**config.mk**
```make
export PLATFORM = sky130hd
export DESIGN_NAME = uart_tx_arb
export DESIGN_NICKNAME = d
export VERILOG_FILES = /design/src/rtl/uart_tx_arb_pkg.sv /design/src/rtl/uart_rr_pick.sv /design/src/rtl/uart_tx_arb.sv
export SDC_FILE = /design/constraint.sdc
export NUM_CORES = 1
export LEC_CHECK = 0
export CAP_MARGIN = 30
export CORE_ASPECT_RATIO = 0.75
export CORE_MARGIN = 4
export CORE_UTILIZATION = 35
export CTS_CLUSTER_DIAMETER = 80
export DETAILED_ROUTE_END_ITERATION = 10
export PLACE_DENSITY = 0.71
export SLEW_MARGIN = 30
export SYNTH_ARGS = -nofsm -noshare
export SYNTH_HDL_FRONTEND = slang
export SYNTH_SLANG_ARGS = --single-unit
```
**constraint.sdc**
```tcl
create_clock -name tx_clk -period 3.15 [get_ports tx_clk]
set_clock_uncertainty 0.15 [all_clocks]
set_input_delay 0.63 -clock tx_clk [delete_from_list [all_inputs] [get_ports tx_clk]]
set_output_delay 0.63 -clock tx_clk [all_outputs]
set_load 0.01 [all_outputs]
```
**src/rtl/uart_tx_arb_pkg.sv**
```systemverilog
`default_nettype none
// ============================================================================
// Module      : uart_tx_arb_pkg
// Description : Shared types and helpers for the UART transmit arbiter.
//               - arb_state_t : arbiter FSM state encoding
//               - BYTE_W      : width of one transmitted byte
//               - idx_w()     : index width for an n-entry selection (min 1)
// Revision    : 1.0 - initial release
// ============================================================================
package uart_tx_arb_pkg;

    localparam int BYTE_W = 8;

    typedef enum logic [1:0] {
        ARB_IDLE    = 2'b00,
        ARB_WAIT    = 2'b01,
        ARB_HOLDOFF = 2'b10
    } arb_state_t;

    // Bits needed to hold an index 0..n-1; never less than one bit.
    function automatic int idx_w(input int n);
        return (n <= 2) ? 1 : $clog2(n);
    endfunction

endpackage
`default_nettype wire

```
**src/rtl/uart_rr_pick.sv**
```systemverilog
`default_nettype none
// ============================================================================
// Module      : uart_rr_pick
// Description : Combinational round-robin picker. Selects the first asserted
//               request at or after ptr, wrapping modulo NUM_REQ.
// Ports       : req    (in)  request vector
//               ptr    (in)  highest-priority index this round
//               any    (out) at least one request asserted
//               winner (out) selected index (equals ptr when any is low)
// Revision    : 1.0 - initial release
// ============================================================================
module uart_rr_pick
    import uart_tx_arb_pkg::*;
#(
    parameter int NUM_REQ = 4
) (
    input  logic [NUM_REQ-1:0]          req,
    input  logic [idx_w(NUM_REQ)-1:0]   ptr,
    output logic                        any,
    output logic [idx_w(NUM_REQ)-1:0]   winner
);

    localparam int IW = idx_w(NUM_REQ);

    int            cand;
    logic [IW-1:0] cand_idx;

    // Scan from the farthest offset down to offset 0 so that the valid
    // request nearest to ptr is the last one assigned and therefore wins.
    always_comb begin
        any      = |req;
        winner   = ptr;
        cand     = 0;
        cand_idx = '0;
        for (int off = NUM_REQ - 1; off >= 0; off--) begin
            cand     = (int'(ptr) + off) % NUM_REQ;
            cand_idx = IW'(cand);
            if (req[cand_idx]) begin
                winner = cand_idx;
            end
        end
    end

endmodule
`default_nettype wire

```
**src/rtl/uart_tx_arb.sv**
```systemverilog
`default_nettype none
// ============================================================================
// Module      : uart_tx_arb
// Description : Round-robin arbiter/sequencer sharing one UART transmitter
//               among NUM_REQ byte producers. One byte per grant, launched
//               with a one-cycle tx_start; next grant only after tx_done and
//               an optional GAP_CYCLES holdoff.
// Ports       : tx_clk, tx_rst_n (async, active low)
//               req_valid/req_data (in)  producer bytes, byte i at [8i+7:8i]
//               req_ready          (out) one-hot acceptance pulse
//               tx_start/tx_data_out (out) launch strobe and byte
//               tx_done            (in)  end-of-frame pulse from transmitter
//               gnt_id             (out) last granted requester
//               arb_busy           (out) state is not ARB_IDLE
//               arb_err            (out) frame watchdog timeout pulse
// Options     : UART_TX_ARB_TIMEOUT_EN enables the frame watchdog
//               (TIMEOUT_CYCLES); otherwise arb_err is tied low.
// Revision    : 1.0 - initial release
// ============================================================================
module uart_tx_arb
    import uart_tx_arb_pkg::*;
#(
    parameter int NUM_REQ        = 4,
    parameter int GAP_CYCLES     = 0,
    parameter int TIMEOUT_CYCLES = 2048
) (
    input  logic                        tx_clk,
    input  logic                        tx_rst_n,
    input  logic [NUM_REQ-1:0]          req_valid,
    input  logic [BYTE_W*NUM_REQ-1:0]   req_data,
    output logic [NUM_REQ-1:0]          req_ready,
    output logic                        tx_start,
    output logic [BYTE_W-1:0]           tx_data_out,
    input  logic                        tx_done,
    output logic [idx_w(NUM_REQ)-1:0]   gnt_id,
    output logic                        arb_busy,
    output logic                        arb_err
);

    localparam int IW = idx_w(NUM_REQ);
    localparam int GW = idx_w(GAP_CYCLES + 1);
    localparam logic [GW-1:0] GAP_LOAD = GW'((GAP_CYCLES > 0) ? GAP_CYCLES - 1 : 0);

    if (NUM_REQ < 2 || NUM_REQ > 16 || GAP_CYCLES < 0 || TIMEOUT_CYCLES < 1) begin : g_param_check
        $error("uart_tx_arb: parameter out of range");
    end

    arb_state_t     state;
    arb_state_t     state_next;
    logic [IW-1:0]  ptr;
    logic [IW-1:0]  ptr_next;
    logic [GW-1:0]  hold_cnt;
    logic [GW-1:0]  hold_next;
    logic           grant;
    logic           any_req;
    logic [IW-1:0]  winner;
    logic [NUM_REQ-1:0] ready_mask;
    logic           timeout;

    uart_rr_pick #(
        .NUM_REQ (NUM_REQ)
    ) u_pick (
        .req    (req_valid),
        .ptr    (ptr),
        .any    (any_req),
        .winner (winner)
    );

    assign ready_mask = NUM_REQ'(1) << winner;

    // ------------------------------------------------------------------
    // Frame watchdog
    // ------------------------------------------------------------------
`ifdef UART_TX_ARB_TIMEOUT_EN
    localparam int WW = idx_w(TIMEOUT_CYCLES + 1);
    logic [WW-1:0] wd_cnt;

    // wd_cnt holds the number of WAIT cycles already completed, so the
    // TIMEOUT_CYCLES-th WAIT cycle is the one seeing TIMEOUT_CYCLES-1.
    // A tx_done in that same cycle still wins.
    assign timeout = (state == ARB_WAIT) && !tx_done &&
                     (wd_cnt == WW'(TIMEOUT_CYCLES - 1));

    always_ff @(posedge tx_clk or negedge tx_rst_n) begin
        if (!tx_rst_n) begin
            wd_cnt  <= '0;
            arb_err <= 1'b0;
        end else begin
            arb_err <= timeout;
            // Held at zero outside WAIT, which clears it on every entry.
            if (state != ARB_WAIT) begin
                wd_cnt <= '0;
            end else begin
                wd_cnt <= wd_cnt + WW'(1);
            end
        end
    end
`else
    assign timeout = 1'b0;
    assign arb_err = 1'b0;
`endif

    // ------------------------------------------------------------------
    // FSM: next-state logic
    // ------------------------------------------------------------------
    always_comb begin
        state_next = state;
        ptr_next   = ptr;
        hold_next  = hold_cnt;
        grant      = 1'b0;
        case (state)
            ARB_IDLE: begin
                if (any_req) begin
                    grant      = 1'b1;
                    state_next = ARB_WAIT;
                    ptr_next   = (winner == IW'(NUM_REQ - 1)) ? '0 : winner + IW'(1);
                end
            end
            ARB_WAIT: begin
                if (tx_done) begin
                    if (GAP_CYCLES > 0) begin
                        state_next = ARB_HOLDOFF;
                        hold_next  = GAP_LOAD;
                    end else begin
                        state_next = ARB_IDLE;
                    end
                end else if (timeout) begin
                    state_next = ARB_IDLE;
                end
            end
            ARB_HOLDOFF: begin
                if (hold_cnt == '0) begin
                    state_next = ARB_IDLE;
                end else begin
                    hold_next = hold_cnt - GW'(1);
                end
            end
            default: begin
                state_next = ARB_IDLE;
            end
        endcase
    end

    // ------------------------------------------------------------------
    // FSM: state register
    // ------------------------------------------------------------------
    always_ff @(posedge tx_clk or negedge tx_rst_n) begin
        if (!tx_rst_n) begin
            state <= ARB_IDLE;
        end else begin
            state <= state_next;
        end
    end

    // ------------------------------------------------------------------
    // Pointer, holdoff counter and registered outputs
    // ------------------------------------------------------------------
    always_ff @(posedge tx_clk or negedge tx_rst_n) begin
        if (!tx_rst_n) begin
            ptr         <= '0;
            hold_cnt    <= '0;
            tx_start    <= 1'b0;
            req_ready   <= '0;
            tx_data_out <= '0;
            gnt_id      <= '0;
            arb_busy    <= 1'b0;
        end else begin
            ptr       <= ptr_next;
            hold_cnt  <= hold_next;
            tx_start  <= grant;
            req_ready <= grant ? ready_mask : '0;
            arb_busy  <= (state_next != ARB_IDLE);
            // Byte and id stay put between grants.
            if (grant) begin
                tx_data_out <= req_data[winner*BYTE_W +: BYTE_W];
                gnt_id      <= winner;
            end
        end
    end

endmodule
`default_nettype wire

```
==> impl_summary.txt <==
----------------------------------------------------
[Yosys]
  Average cell area after synthesis ... approximately 10 um2
  Sequential-to-total area share from yosys stat ... 0.4334
  Post-synthesis cell type count ... 31
  Synth Warn # ... 0
  Gate Count Post-Synth ... between 100 and 150
  Synthesis-stage register bit count ... 20
  Syn Std Cell Area ... 1155 um2

[Floorplan]
  CORE AREA ... a little over 3000 um2
  Count of standard-cell rows ... 17
  X dimension of the die ... between 70 and 80 um
  Height of the chip ... around 58 um
  Die Area ... roughly 4300 um2
  Io pins ... between 50 and 60
  Starting density of the core ... 0.3797

[Critical path]
  Data required time of the worst path ... 3150 ps
  Critical path data arrival time ... ~2500 ps
  Slowest cell on crit path ... sky130_fd_sc_hd__clkdlybuf4s50_1
  Cell breakdown of the critical path ... clkdlybuf4s50_1 > nor4_1 > or3_4 > inv_2 > and3_1 > o211ai_1 > o211a_1
  Worst setup startpoint ... req_valid[3]
  Kind of start point of the critical path ... input port
  Largest stage delay on the critical path ... approximately 570 ps
  Crit Path Class ... input port to flip-flop
  Worst Path Max Fanout ... 16
  Crit. End Element ... flip-flop
  Startpoint of the worst-slack reg-to-reg timing path ... ptr[1]

[Final layout]
  Layout Area Growth over Synthesis ... 52.87%
  Fraction of layout instances using a drive strength above 1 ... 0.08434
  Total number of nets in the final design ... between 200 and 250
  Core Util, Final ... 0.5804
  Antenna fix cells ... 0

[CTS]
  Root Buffer ... sky130_fd_sc_hd__clkbuf_8
  TritonCTS buffer count ... 3
  Clock tree from TritonCTS ... done
  Clock transition at path regs ... ~70 ps
  H-tree Lvls ... 1
  Hold bufs inserted after CTS ... 0
  Gates resized, CTS repair ... 0
  Latest clock arrival within the worst-skew pair ... between 200 and 300 ps
  Post-CTS setup buffers ... 0
  Bufs on Longest Clock Path ... 2
  Total clock sinks ... 20

[Power and ir drop]
  Power per cell area ... between 600 and 700 nW/um2
  Peak supply drop ... between 0.3 and 0.4 mV
  Leak pwr ... 0.0007568 uW

[Placement]
  Port buffer count ... 54
  HPWL reported at the end of detailed placement ... approximately 2.5 mm
  Weighted congestion reported at the end of routability-driven placement ... about 0.75

[Timing]
  Final worst path period need ... between 2000 and 3000 ps
  Unrepaired setup endpoints after global routing ... false
  Setup TNS ... 0 ps
  Endpoints failing setup ... 0
  Maximum frequency from static timing analysis ... slightly below 400 MHz
  Part of the cycle the worst path needs ... 0.7978
  Final max-slew violation count ... 0
  Final Hold Vio Count ... 0

[Detailed routing]
  Post-DR wirelength/cell ... about 16 um
  M1 WL ... between 1 and 1.5 mm
  DRC viols ... 0
  Detail Route met3 WL ... around 230 um
  Wire length after detailed routing ... between 3 and 4 mm
  Per-cell via count in the routed design ... about 5.3
  Number of optimization iterations in the first detailed-route pass ... 4
  Top layer in use ... met4
  Met2 WL ... 1.454 mm
  Routed Antenna Nets ... 0
  Initial detailed-routing violation count ... approximately 50
  Vias ... ~1,100

[Global route]
  Number of antenna violations at the first check in global routing ... 0
  Global router's overall resource usage ... 0.1510
  Number of global-route vias before repair ... roughly 1,100
  First-pass GRT wire length ... 4.912 mm
  Largest net degree at the start of global routing ... 21
  Remaining global-route overflow ... 0

[Run status]
  Result of the run ... finished clean

[Job]
  Reported max-cap violation count ... 0

[Worst hold path]
  Tightest Hold Check Type ... input port to async pin

----------------------------------------------------
registers in the layout, indices dropped and copies added, names as in the netlist:
signal / flops
gnt_id: 2
ptr: 2
state: 2
req_ready: 4
tx_data_out: 8
tx_start: 1
arb_busy: 1
power breakdown:
| group | leakage, uW | switching, uW | internal, uW |
|---|---|---|---|
| sequential | 0.000240 | 52.5 | 340 |
| clock | 0.0000216 | 82.8 | 85.3 |
| combinational | 0.000496 | 238 | 311 |
| total | 0.000757 | 374 | 737 |
final timing paths:
path                                  endpoint  slack (ps)  cells after the start
min in group tx_clk                  gnt_id[0]         340                      2
worst min register to register       gnt_id[0]         340                      2
worst max register to register  tx_data_out[6]        1200                      5
max in group asynchronous               ptr[1]        2390                      1
worst max-delay path            tx_data_out[5]         640                      7
worst min-delay path                  state[1]         150                      1
layout by cell type (no fill, tap or decap), types with 2 or more instances in the layout:
master / Yosys / layout
sky130_fd_sc_hd__nand2b_1: 10 / 10
sky130_fd_sc_hd__o21ai_0: 3 / 3
sky130_fd_sc_hd__clkbuf_8: 0 / 3
sky130_fd_sc_hd__mux2_1: 7 / 7
sky130_fd_sc_hd__o211a_1: 8 / 8
sky130_fd_sc_hd__inv_1: 8 / 8
sky130_fd_sc_hd__dfrtp_1: 20 / 20
sky130_fd_sc_hd__o211ai_1: 8 / 8
sky130_fd_sc_hd__o2111ai_1: 8 / 8
sky130_fd_sc_hd__buf_4: 1 / 4
sky130_fd_sc_hd__nor3_1: 2 / 2
sky130_fd_sc_hd__clkdlybuf4s50_1: 0 / 53
sky130_fd_sc_hd__nor2b_1: 3 / 3
sky130_fd_sc_hd__conb_1: 1 / 2
sky130_fd_sc_hd__nand2_1: 11 / 11
critical path, delay by kind of cell:
kind	cells	cell delay, ps
AOI/OAI and AO/OA	2	300
buffers and inverters	2	700
and+or+nand+nor	3	880
through the flow:
step           worst slack (ps)  hold slack [ps]  area (um2)  total power [uW]  instances
3_5_place_dp              365.7            323.3        1729             944.4        201
2_1_floorplan             980.9            184.4        1159             694.7        112
6_report                  636.9            154.8        1765              1110        204
3_3_place_gp              428.1            323.7        1729             936.5        201
4_1_cts                   631.1            343.8        1770              1114        204
5_1_grt                   544.0            193.0        1765              1170        204
cells in the mapped netlist:
cell                        number  area, um2
sky130_fd_sc_hd__and3_1          1      6.260
sky130_fd_sc_hd__and2b_1         1      7.510
sky130_fd_sc_hd__inv_2           1      3.750
sky130_fd_sc_hd__buf_2           2      10.01
sky130_fd_sc_hd__or3_4           1      11.26
sky130_fd_sc_hd__mux2_2          1      11.26
sky130_fd_sc_hd__nor2_1          1      3.750
sky130_fd_sc_hd__o211a_4         1      17.52
sky130_fd_sc_hd__a2bb2oi_2       1      15.01
sky130_fd_sc_hd__nor3_1          2      10.01
sky130_fd_sc_hd__buf_6           2      22.52
sky130_fd_sc_hd__ha_1            1      12.51
sky130_fd_sc_hd__nor2b_1         3      18.77
sky130_fd_sc_hd__o2111ai_1       8      70.07
sky130_fd_sc_hd__a2111o_1        1      11.26
sky130_fd_sc_hd__nor4_1          1      6.260
sky130_fd_sc_hd__nand2b_1       10      62.56
sky130_fd_sc_hd__dfrtp_1        20      500.5
sky130_fd_sc_hd__conb_1          1      3.750
sky130_fd_sc_hd__inv_1           8      30.03
sky130_fd_sc_hd__o21ai_0         3      15.01
sky130_fd_sc_hd__o21a_1          1      7.510
sky130_fd_sc_hd__o211a_1         8      80.08
sky130_fd_sc_hd__nor3b_1         1      7.510
sky130_fd_sc_hd__buf_4           1      7.510
sky130_fd_sc_hd__o21ai_2         1      8.760
sky130_fd_sc_hd__clkbuf_1        2      7.510
sky130_fd_sc_hd__and2_1          1      6.260
sky130_fd_sc_hd__mux2_1          7      78.83
sky130_fd_sc_hd__nand2_1        11      41.29
sky130_fd_sc_hd__o211ai_1        8      60.06
layer usage:
layer	vias to the layer above	global-route usage
met5	-	0
met4	0	0.03299
met3	4	0.05026
met2	43	0.2412
met1	517	0.1996
li1	511	-
cell type report:
type,instances,area [um2]
sequential,20,500.5
inverter,9,33.78
fill,265,1276
multi-input combinational,76,576.8
clock buffer,3,41.29
timing repair buffer,58,565.5
tap,38,47.55
kinds of logic after synthesis:
logic type | share of synthesized area
AOI/OAI and AO/OA | 0.2470
buffers and inverters | 0.07042
muxes | 0.07801
DFF | 0.4334
other | 0.003247
and+or+nand+nor | 0.1571
adders and majority gates | 0.01083
Power figures use the tool's default switching activity.
==> variant, RTL diff (config.mk and constraints unchanged) <==
The option `UART_TX_ARB_TIMEOUT_EN` is turned on by a define.
--- a/src/rtl/uart_tx_arb.sv
+++ b/src/rtl/uart_tx_arb.sv
@@ -18,4 +18,6 @@
 // Revision    : 1.0 - initial release
 // ============================================================================
+`define UART_TX_ARB_TIMEOUT_EN
+
 module uart_tx_arb
     import uart_tx_arb_pkg::*;
Function: same outputs for any inputs over 10 cycles, from zero or initial values and one cycle with tx_rst_n low; that may be too few to reach the edited logic, so the function may still have changed.
==> variant against the original RTL <==
  * Wire length increased by 38%
  * Sequential cell count increased by 13
  * Power increased by 36%
  * Critical path depth unchanged
  * Setup slack got worse by 0.24 ns
  * Cell area increased by 42%
  * Critical path type unchanged
  * Area after synthesis increased by 56%
==> variant: results (changes against the original RTL) <==
[run_status]
outcome = completed

[clock_network]
clock_path_buffers = 2  ; unchanged
cts_made_buffers = 5  ; +2
cts-root-buf = clkbuf_8
clk-insertion-delay-late_ns = 0.28  ; +0.02 ns
post_cts_buffers = 0  ; unchanged
htreeDepth = 2  ; +1
cts_resized = 0  ; unchanged
clk_pin_slew_worst_paths_ns = 0.06

[placed_design]
globalplace.congestion = 0.830  ; +11%
dpl.hpwl_um = 3350  ; +36%
postPlaceCellArea_um2 = 2430  ; +40%
io_buffers = 55  ; +1.9%
dp_cells = 282  ; +40%

[sta]
max_slew_margin_pct = 58.4
post-route-period-util_pct = 87.5  ; +7.8 points

[synthesis]
yosys.area_share.adder_pct = 3.47  ; +2.4 points
synth_area_leaders = dfrtp_1 46%, mux2_4 5.8%, a221o_1 3.9%
synth_compound_area_share_pct = 16.7  ; -8.0 points
synth-xor-area-share_pct = 3.89  ; +3.9 points
synth_seq_area_share_pct = 45.8  ; +2.5 points
muxShareOfSynthArea_pct = 5.83  ; -2.0 points
synth_common_cells = 33 x dfrtp_1, 13 x nor2_1, 12 x nand3_1, 10 x nand2_1
syn_avg_cell_area_um2 = 10.7  ; +3.1%
synth.distinct_cells = 43  ; +39%
synthArstFlopShare_pct = 100  ; unchanged

[grt]
grt_use_total_pct = 14.3  ; -0.83 points
grt_pass1_wl_um = 7070  ; +44%
grt_pass1_vias = 1493  ; +34%
grt_max_degree = 34  ; +62%

[setup_path]
arrival_ns = 2.75  ; +0.23 ns
critPathMaxFanout = 6  ; -10

[pwr]
power_leakage_uw = 0.00107  ; +42%
irDropWorstVdd_mv = 0.296  ; -9.9%

[detailed_routing]
via_per_inst = 5.01  ; -4.9%
drt_pass1_iterations = 4  ; unchanged
wl_per_cell_um = 15.2  ; -2.5%
drtIter0Drc = 79  ; +61%

[finish]
drive_above_1_share_pct = 14.0  ; +5.5 points
nets = 273  ; +31%
final_cells = 289  ; +42%
largest_registers = wd_cnt x12, tx_data_out x8, req_ready x4

[hold_path]
hold_class = reg -> reg
min_path_cells = 1

-- variant: final timing paths --
kind / start / endpoint / slack, ns
setup / recovery: req_valid[3] / tx_data_out[6] / 0.39
hold / removal: wd_cnt[0] / wd_cnt[0] / 0.31
setup reg to reg: ptr[1] / tx_data_out[1] / 0.90
hold reg to reg: wd_cnt[0] / wd_cnt[0] / 0.31
max in group asynchronous: tx_rst_n / wd_cnt[9] / 1.95
min in group asynchronous: tx_rst_n / gnt_id[0] / 0.59
-- variant: cell families after synthesis --
logic type               Yosys count
XOR/XNOR                           8
AND/OR/NAND/NOR                   62
adder cells (fa/ha/maj)            5
AO/OA/AOI/OAI                     39
other                              1
multiplexers                       7
flip-flops                        33
buffers and inverters             13
-- variant: worst max-delay path, stage by stage --
cell	delay, ns
clkdlybuf4s50_1	0.66
buf_4	0.21
nor2b_1	0.04
o21ai_1	0.27
nand3_1	0.21
a2111oi_0	0.64
nor3_2	0.09
-- variant: per-stage QoR --
step / utilization (%) / setup WS (ns)
2_1_floorplan: - / 0.825
3_3_place_gp: 49.2 / 0.248
3_5_place_dp: 49.2 / 0.0975
4_1_cts: 51.0 / 0.400
5_1_grt: 51.0 / 0.303
6_report: 51.0 / 0.392
-- variant: per-layer routing --
metal	global-route usage (%)	up-vias	routed length [um]
li1	-	722	-
met1	19.4	663	2240
met2	19.6	56	1740
met3	5.71	7	346
met4	6.69	0	71
met5	0	-	0
-- variant: power by group --
| part | internal [uW] | total [uW] | switching [uW] |
|---|---|---|---|
| Clock | 173 | 315 | 142 |
| Sequential | 507 | 573 | 66.3 |
| Combinational | 334 | 617 | 283 |
-- variant: cell type report --
class / count / area [um2]
Inverter: 5 / 18.8
Tap cell: 60 / 75.1
Sequential cell: 33 / 826
Fill cell: 452 / 2410
Multi-Input combinational cell: 122 / 903
Timing Repair Buffer: 62 / 603
Clock buffer: 7 / 86.3
